## src/rtl/present_encryptor_ctrl.sv

```systemverilog
// Sequencing controller for a free-running PRESENT-80 core: holds the key, feeds
// plaintext over the shared load bus, times 31 rounds and captures the ciphertext.
module present_encryptor_ctrl (
    input  logic        clk_i,
    input  logic        rst_i,
    input  logic [79:0] key_i,
    input  logic        key_valid_i,
    output logic        key_ready_o,
    input  logic [63:0] pt_i,
    input  logic        pt_valid_i,
    output logic        pt_ready_o,
    output logic [63:0] ct_o,
    output logic        ct_valid_o,
    input  logic        ct_ready_i,
    output logic        busy_o,
    output logic [79:0] core_data_o,
    output logic        core_key_load_o,
    output logic        core_data_load_o,
    input  logic [63:0] core_data_i
);

    typedef enum logic [2:0] {
        IDLE,
        LOAD_KEY,
        LOAD_DATA,
        RUN,
        CAPTURE,
        OUT
    } state_t;

    // Last RUN value of round_cnt; the core completes its final round on that edge.
    localparam logic [4:0] LAST_RUN_CNT = 5'd30;

    state_t      state;
    logic [79:0] key_reg;
    logic [63:0] pt_reg;
    logic [63:0] ct_reg;
    logic        key_ok;
    logic [4:0]  round_cnt;

    logic key_fire;
    logic pt_fire;

    assign key_fire = key_valid_i && key_ready_o;
    assign pt_fire  = pt_valid_i && pt_ready_o;
    assign ct_o     = ct_reg;

    // Outputs are registered alongside the state, so each transition also sets
    // the values the next state must present.
    always_ff @(posedge clk_i) begin
        if (rst_i) begin
            state            <= IDLE;
            key_reg          <= '0;
            pt_reg           <= '0;
            ct_reg           <= '0;
            key_ok           <= 1'b0;
            round_cnt        <= '0;
            key_ready_o      <= 1'b1;
            pt_ready_o       <= 1'b0;
            ct_valid_o       <= 1'b0;
            busy_o           <= 1'b0;
            core_key_load_o  <= 1'b1;
            core_data_load_o <= 1'b0;
            core_data_o      <= '0;
        end else begin
            // NOTE: non-blocking assignments throughout, so every branch reads the
            // pre-edge values and the order of statements inside the case is irrelevant.
            case (state)
                IDLE: begin
                    if (key_fire) begin
                        key_reg     <= key_i;
                        key_ok      <= 1'b1;
                        core_data_o <= key_i;
                    end
                    if (pt_fire) begin
                        pt_reg      <= pt_i;
                        state       <= LOAD_KEY;
                        key_ready_o <= 1'b0;
                        pt_ready_o  <= 1'b0;
                        busy_o      <= 1'b1;
                    end else begin
                        pt_ready_o  <= key_ok || key_fire;
                    end
                end
                LOAD_KEY: begin
                    state            <= LOAD_DATA;
                    core_key_load_o  <= 1'b0;
                    core_data_load_o <= 1'b1;
                    core_data_o      <= {16'h0000, pt_reg};
                end
                LOAD_DATA: begin
                    state            <= RUN;
                    round_cnt        <= 5'd1;
                    core_data_load_o <= 1'b0;
                    core_data_o      <= key_reg;
                end
                RUN: begin
                    if (round_cnt == LAST_RUN_CNT) begin
                        state           <= CAPTURE;
                        core_key_load_o <= 1'b1;
                    end else begin
                        round_cnt       <= round_cnt + 5'd1;
                    end
                end
                CAPTURE: begin
                    ct_reg     <= core_data_i;
                    ct_valid_o <= 1'b1;
                    state      <= OUT;
                end
                OUT: begin
                    if (ct_ready_i) begin
                        state       <= IDLE;
                        ct_valid_o  <= 1'b0;
                        busy_o      <= 1'b0;
                        key_ready_o <= 1'b1;
                        pt_ready_o  <= key_ok;
                    end
                end
                default: begin
                    state <= IDLE;
                end
            endcase
        end
    end

endmodule

```

## config.mk

```make
export PLATFORM = sky130hd
export DESIGN_NAME = present_encryptor_ctrl
export DESIGN_NICKNAME = d
export VERILOG_FILES = /design/src/rtl/present_encryptor_ctrl.sv
export SDC_FILE = /design/constraint.sdc
export NUM_CORES = 1
export LEC_CHECK = 0
export BUFFER_PORTS_ARGS = -buffer_cell sky130_fd_sc_hd__buf_4
export CORE_MARGIN = 2
export CORE_UTILIZATION = 40
export DETAILED_ROUTE_END_ITERATION = 8
export GPL_ROUTABILITY_DRIVEN = 0
export PLACE_DENSITY = 0.71
export SLEW_MARGIN = 10
export SYNTH_ARGS = -nofsm -noshare
export SYNTH_HDL_FRONTEND = slang
export SYNTH_SLANG_ARGS = --single-unit
```

## constraint.sdc

```tcl
create_clock -name clk_i -period 4.6 [get_ports clk_i]
set_input_delay 0 -clock clk_i [delete_from_list [all_inputs] [get_ports clk_i]]
set_output_delay 0 -clock clk_i [all_outputs]
set_load 0.005 [all_outputs]
```

==> results of run 1 <==
## final cells by class
cell class              instances  share of cell area (%)
multi-input cells            1021                    30.8
inverters                       6                   0.123
well taps                     396                    2.70
clock inverters                 5                   0.410
diodes                          3                  0.0410
flip-flops and latches        303                    33.1
clock buffers                  54                    5.62
repair buffers                590                    27.2
## kinds of logic (layout without fill, tap and decap cells)
group / Yosys count / after routing / share of synthesized area [%]
compound gates: 675 / 675 / 31.1
xor+xnor: 1 / 1 / 0.0705
fa+ha+maj: 2 / 2 / 0.201
buf+inv: 175 / 655 / 6.16
flops: 303 / 303 / 48.8
mux: 18 / 18 / 1.62
other cells: 0 / 3 / 0
simple gates: 325 / 325 / 12.0
## power groups by stage
stage                     logic (W)  clock network [W]  registers, W
after floorplan             0.00244                  0       0.00362
after global placement      0.00380                  0       0.00377
after detailed placement    0.00388                  0       0.00379
after CTS                   0.00403            0.00274       0.00375
after global routing        0.00444            0.00285       0.00382
final                       0.00406            0.00270       0.00376
## per-stage QoR
stage,cells,hold slack (ps),total power (W)
after floorplan,1499,136,0.00606
after global placement,2106,249,0.00758
after detailed placement,2106,256,0.00767
after CTS,2375,97.7,0.0105
after global routing,2377,107,0.0111
final,2378,61.7,0.0105
## cells in the final DEF, fill, tap and decap left out, types with 3 or more instances in the layout
cell type / count
clkbuf_8: 4
nand3_1: 162
a311oi_1: 65
a22oi_1: 63
nor2b_1: 3
dlygate4sd3_1: 210
clkbuf_16: 37
o21ai_1: 8
diode_2: 3
o21ai_0: 221
clkbuf_1: 13
a21boi_0: 3
dfxtp_1: 302
mux2_2: 17
nor2_1: 6
a31oi_1: 4
inv_1: 6
buf_4: 377
clkinv_2: 3
a21oi_1: 294
nand2_1: 135
## how the worst max path moves through the flow
stage	endpoint	slack (ps)	cells after the start
CTS	core_data_o[49]$_SDFFE_PP0P_	1590	4
global placement	core_data_o[50]$_SDFFE_PP0P_	1750	4
global route	core_data_o[49]$_SDFFE_PP0P_	1350	4
floorplan	key_reg[53]$_SDFFE_PP0P_	3050	7
detailed placement	core_data_o[50]$_SDFFE_PP0P_	1610	4
finish	core_data_o[49]$_SDFFE_PP0P_	1540	4
## repair_timing
action                                 4_1_cts  5_1_grt
gates resized for setup                      0        0
buffers inserted                             0        0
hold buffers                               210        0
endpoints found under the hold margin      293        0
## routing by layer
layer	track usage, %	part of all wire (%)	up-vias
li1	-	-	6395
met1	33.1	39	6501
met2	45.6	49	741
met3	4.91	8.1	137
met4	13.0	4.6	0
met5	0	0	-
==> impl_metrics.tcl, run 1 <==
set metrics [dict create \
    dp_worst_setup_slack_ps 1610 \
    vias 13800 \
    crit_family "flip-flops" \
    crit_path_end_kind "register" \
    slew_headroom_pct 27.5 \
    dpl_cell_area_mm2 0.0151 \
    critPathBufInv 1 \
    cp_max_fo 32 \
    synth.top_cell.area_share_pct 48.8 \
    path_cells "a211oi_2 -> nor2_4 -> buf_4 -> a311oi_1" \
    syn_avg_cell_area_um2 8.29 \
    syn_inst 1499 \
    cts.sinks 303 \
    slowest_stage "dfxtp_1" \
    clockBufferDepth 3 \
    rr_endpoint "core_data_o[49]$_SDFFE_PP0P_" \
    synth_seq_cells 303 \
    pwr-share-comb_pct 38.6 \
    synth_area_leaders "dfxtp_1, a21oi_1, o21ai_0" \
    finalSetupViolCount 0 \
    setup-tns-final_ps 0 \
    antenna_found_initial 2 \
    gr-usage-all-layers_pct 26.9 \
    peakVddDrop_mv 0.386 \
    core_mm2 0.0306 \
    cp_slowest_stage_delay_ps 1020 \
    layout.nets 2171 \
    p_seq_share_pct 35.7 \
    clk_latency_ps 500 \
    final_area_mm2 0.0183 \
    drv_slew 0 \
    postRouteAntennaNets 0 \
    cap_violations 0 \
    multi_input_area_mm2 0.00564 \
    internal_power_w 0.00643 \
    path_class "reg -> reg" \
    period_needed_ps 3060 \
    syn_to_final_growth_pct 47.5 \
    hold_depth 2 \
    yosys.area.top_type "dfxtp_1" \
    seq_area_mm2 0.00607 \
    synth_area_mm2 0.0124 \
    fin_ws_ps 1540 \
    cp.arrival_ps 3380 \
    port_buffers 362 \
    start_util_pct 40.6 \
    top_level_ports 363 \
    viasPerCell 5.79 \
    ff2ff_setup_slack_ps 1540 \
    hold_path_class "in -> reg" \
    worstMarginPinSlew_ps 1090 \
    dp_hpwl_um 26800 \
    fillCellCount 2524 \
    ys_seq_area_share_pct 48.8 \
    numCtsBuffers 34 \
    power_density_mw_per_mm2 574 \
    firstDrtPassIters 5 \
    drc_errors 0 \
    hold_end "pt_reg[55]$_SDFFE_PP0P_" \
    die_w_um 180 \
    swShare_pct 38.9 \
    timing.fmax_mhz 327 \
    grt_pass1_vias 13200 \
    startpoint "state[0]$_SDFFE_PP0P_" \
    ys_async_sr_fraction_pct 0 \
    root_buffer "clkbuf_16" \
    rsz0062_at_grt "false" \
    p_leak_nw 6.96 \
    yosysWarnings 0 \
    routedWlPerCell_um 19.4 \
    finalClockSkew_ps 8.78 \
    crit_required_ps 4920 \
    grt_start_max_net_pins 160 \
    ys_top_cells_by_count "dfxtp_1, a21oi_1, o21ai_0, nand3_1, nand2_1" \
    fin_util_pct 59.9 \
    synthFlopType "dfxtp_1" \
    grt_overflow_total 0 \
    synth.most_common_cell "dfxtp_1" \
    h-tree-depth 2 \
    die_h_um 180 \
    synth_edf_count 0 \
    die-area_mm2 0.0325 \
    clockPowerShare_pct 25.7 \
    routed_wl_um 46200 \
    drt_iter0_markers 1207 \
    outcome "complete, no violations" \
    hp-start "rst_i" \
    rows 64 \
    synth_fp_nets 1714 \
    layout-drive-gt1-share_pct 23.2 \
    clk_pin_slew_ps 60 \
    r2r_cells 4 \
    fin_crit_sh_pct 66.5 \
    tritoncts "done" \
    p_switching_w 0.00409 \
    r2r-start "state[0]$_SDFFE_PP0P_" \
    grt_pass1_wl_um 72000 \
    hold_viol 0 \
    cp-start-kind "register" \
    synth_cell_types 47 \
]
Power figures use the tool's default switching activity.
==> run 2: changes to the inputs <==
==> constraint.sdc (replaced) <==
create_clock -name clk_i -period 3 [get_ports clk_i]
set_input_delay 0 -clock clk_i [delete_from_list [all_inputs] [get_ports clk_i]]
set_output_delay 0 -clock clk_i [all_outputs]
set_load 0.005 [all_outputs]
==> run 2 against run 1 <==
The run now ends with negative hold slack left. Largest power group unchanged. Sequential power increased by 51%. Critical path type unchanged. Utilization increased by 0.90 points. Routed wire length increased by 1.1%. Cell count increased by 0.63%. Clock power increased by 63%. First-iteration DRC count decreased by 10%. Non-clock buffer count increased by 12.
==> impl_metrics.tcl, run 2 (synthesized netlist as in run 1, its figures left out) <==
set metrics [dict create \
    fillCellCount 2528 \
    power_density_mw_per_mm2 893 \
    numCtsBuffers 34 \
    dp_hpwl_um 26900 \
    drc_errors 0 \
    slew_headroom_pct 29.0 \
    p_leak_nw 7.08 \
    fin_util_pct 60.8 \
    cts.sinks 303 \
    clockBufferDepth 3 \
    rows 64 \
    die_w_um 180 \
    postRouteAntennaNets 0 \
    path_class "reg -> reg" \
    die-area_mm2 0.0325 \
    start_util_pct 40.6 \
    routedWlPerCell_um 19.5 \
    viasPerCell 5.76 \
    firstDrtPassIters 8 \
    period_needed_ps 2350 \
    fin_crit_sh_pct 78.2 \
    cts-resized-gates 0 \
    core_mm2 0.0306 \
    finalSetupViolCount 0 \
    cp.arrival_ps 2740 \
    worstMarginPinSlew_ps 1060 \
    final_cell_mix "buf_4, dfxtp_1, a21oi_1" \
    antenna_found_initial 4 \
    ff2ff_setup_slack_ps 650 \
    violations "negative hold slack" \
    outcome "complete, but fails checks" \
    hold_path_class "in -> reg" \
    final_common_cell "buf_4" \
    drt_iter0_markers 1083 \
    gr-usage-all-layers_pct 27.3 \
    hold_viol 1 \
    crit_required_ps 3400 \
    grt_overflow_total 0 \
    grt_start_max_net_pins 122 \
    crit_path_end_kind "register" \
    h-tree-depth 2 \
    drv_slew 0 \
    root_buffer "clkbuf_16" \
    timing.fmax_mhz 426 \
    clk_latency_ps 510 \
    peakVddDrop_mv 0.732 \
    tritoncts "done" \
    cap_violations 0 \
    cp-start-kind "register" \
    clk_pin_slew_ps 60 \
    rsz0062_at_grt "false" \
    layout.nets 2183 \
    vias 13800 \
    grt_pass1_wl_um 72700 \
    cp_max_fo 38 \
    routed_wl_um 46700 \
    port_buffers 362 \
    die_h_um 180 \
    grt_pass1_vias 13400 \
    hold-worst-slack_ps -8.20 \
    syn_to_final_growth_pct 49.7 \
    finalClockSkew_ps 9.63 \
    top_level_ports 363 \
    layout-drive-gt1-share_pct 24.0 \
    setup-tns-final_ps 0 \
]
run 2: cell count changes in the layout (fill, tap and decap cells not counted):
cell	delta
clkinv_4	+2
diode_2	+1
clkinvlp_4	+3
buf_4	+4
bufinv_16	+2
buf_12	+8
clkbuf_1	-5
run 2: critical path: stages (launching register included):
cell and delay [ps]:
dfxtp_2 590, a211oi_2 950, nor2_4 60, buf_4 300
a311oi_1 310
run 2: final timing paths:
kind                                            start                            to  depth (start not counted)
worst min register to register  ct_o[32]$_SDFFE_PP0P_         ct_o[32]$_SDFFE_PP0P_                          2
worst max-delay path            state[1]$_SDFFE_PP0P_  core_data_o[57]$_SDFFE_PP0P_                          4
worst max register to register  state[1]$_SDFFE_PP0P_  core_data_o[57]$_SDFFE_PP0P_                          4
worst min-delay path                            rst_i      key_reg[52]$_SDFFE_PP0P_                          2
run 2: repair_timing:
item / in CTS / in global routing
hold buffers: 210 / 0
buffers inserted: 0 / 0
hold endpoints to repair: 293 / 0
run 2: area by class of cell:
type,count,area [um2],share of cell area (%)
Sequential cell,303,6070,32.6
Multi-Input combinational cell,1021,5640,30.3
Timing Repair Buffer,602,5180,27.8
Clock buffer,49,1010,5.43
Tap cell,396,495,2.66
Clock inverter,12,175,0.942
Inverter,6,22.5,0.121
Antenna cell,4,10.0,0.0538
run 2: power breakdown:
| group | internal (W) | switching, W | total, W |
|---|---|---|---|
| Sequential | 0.00500 | 0.000675 | 0.00568 |
| Clock | 0.00270 | 0.00169 | 0.00439 |
| Combinational | 0.00252 | 0.00404 | 0.00655 |
| Total | 0.0102 | 0.00640 | 0.0166 |
run 2: per-stage QoR:
stage	power, W	hold slack, ps	instances	instance area, um2	setup slack, ps
6_report	0.0166	-8.20	2393	18600	654
5_1_grt	0.0175	46.2	2392	18600	474
4_1_cts	0.0166	10.4	2389	18600	722
3_5_place_dp	0.0120	259	2118	15300	715
3_3_place_gp	0.0119	248	2118	15300	801
2_1_floorplan	0.00929	136	1499	12400	1450
run 2: metal layers:
metal	wire length, um	up-vias	track usage (%)
li1	-	6419	-
met1	18100	6403	33.1
met2	22600	812	46.6
met3	4020	145	5.27
met4	1960	0	12.6
met5	0	-	0
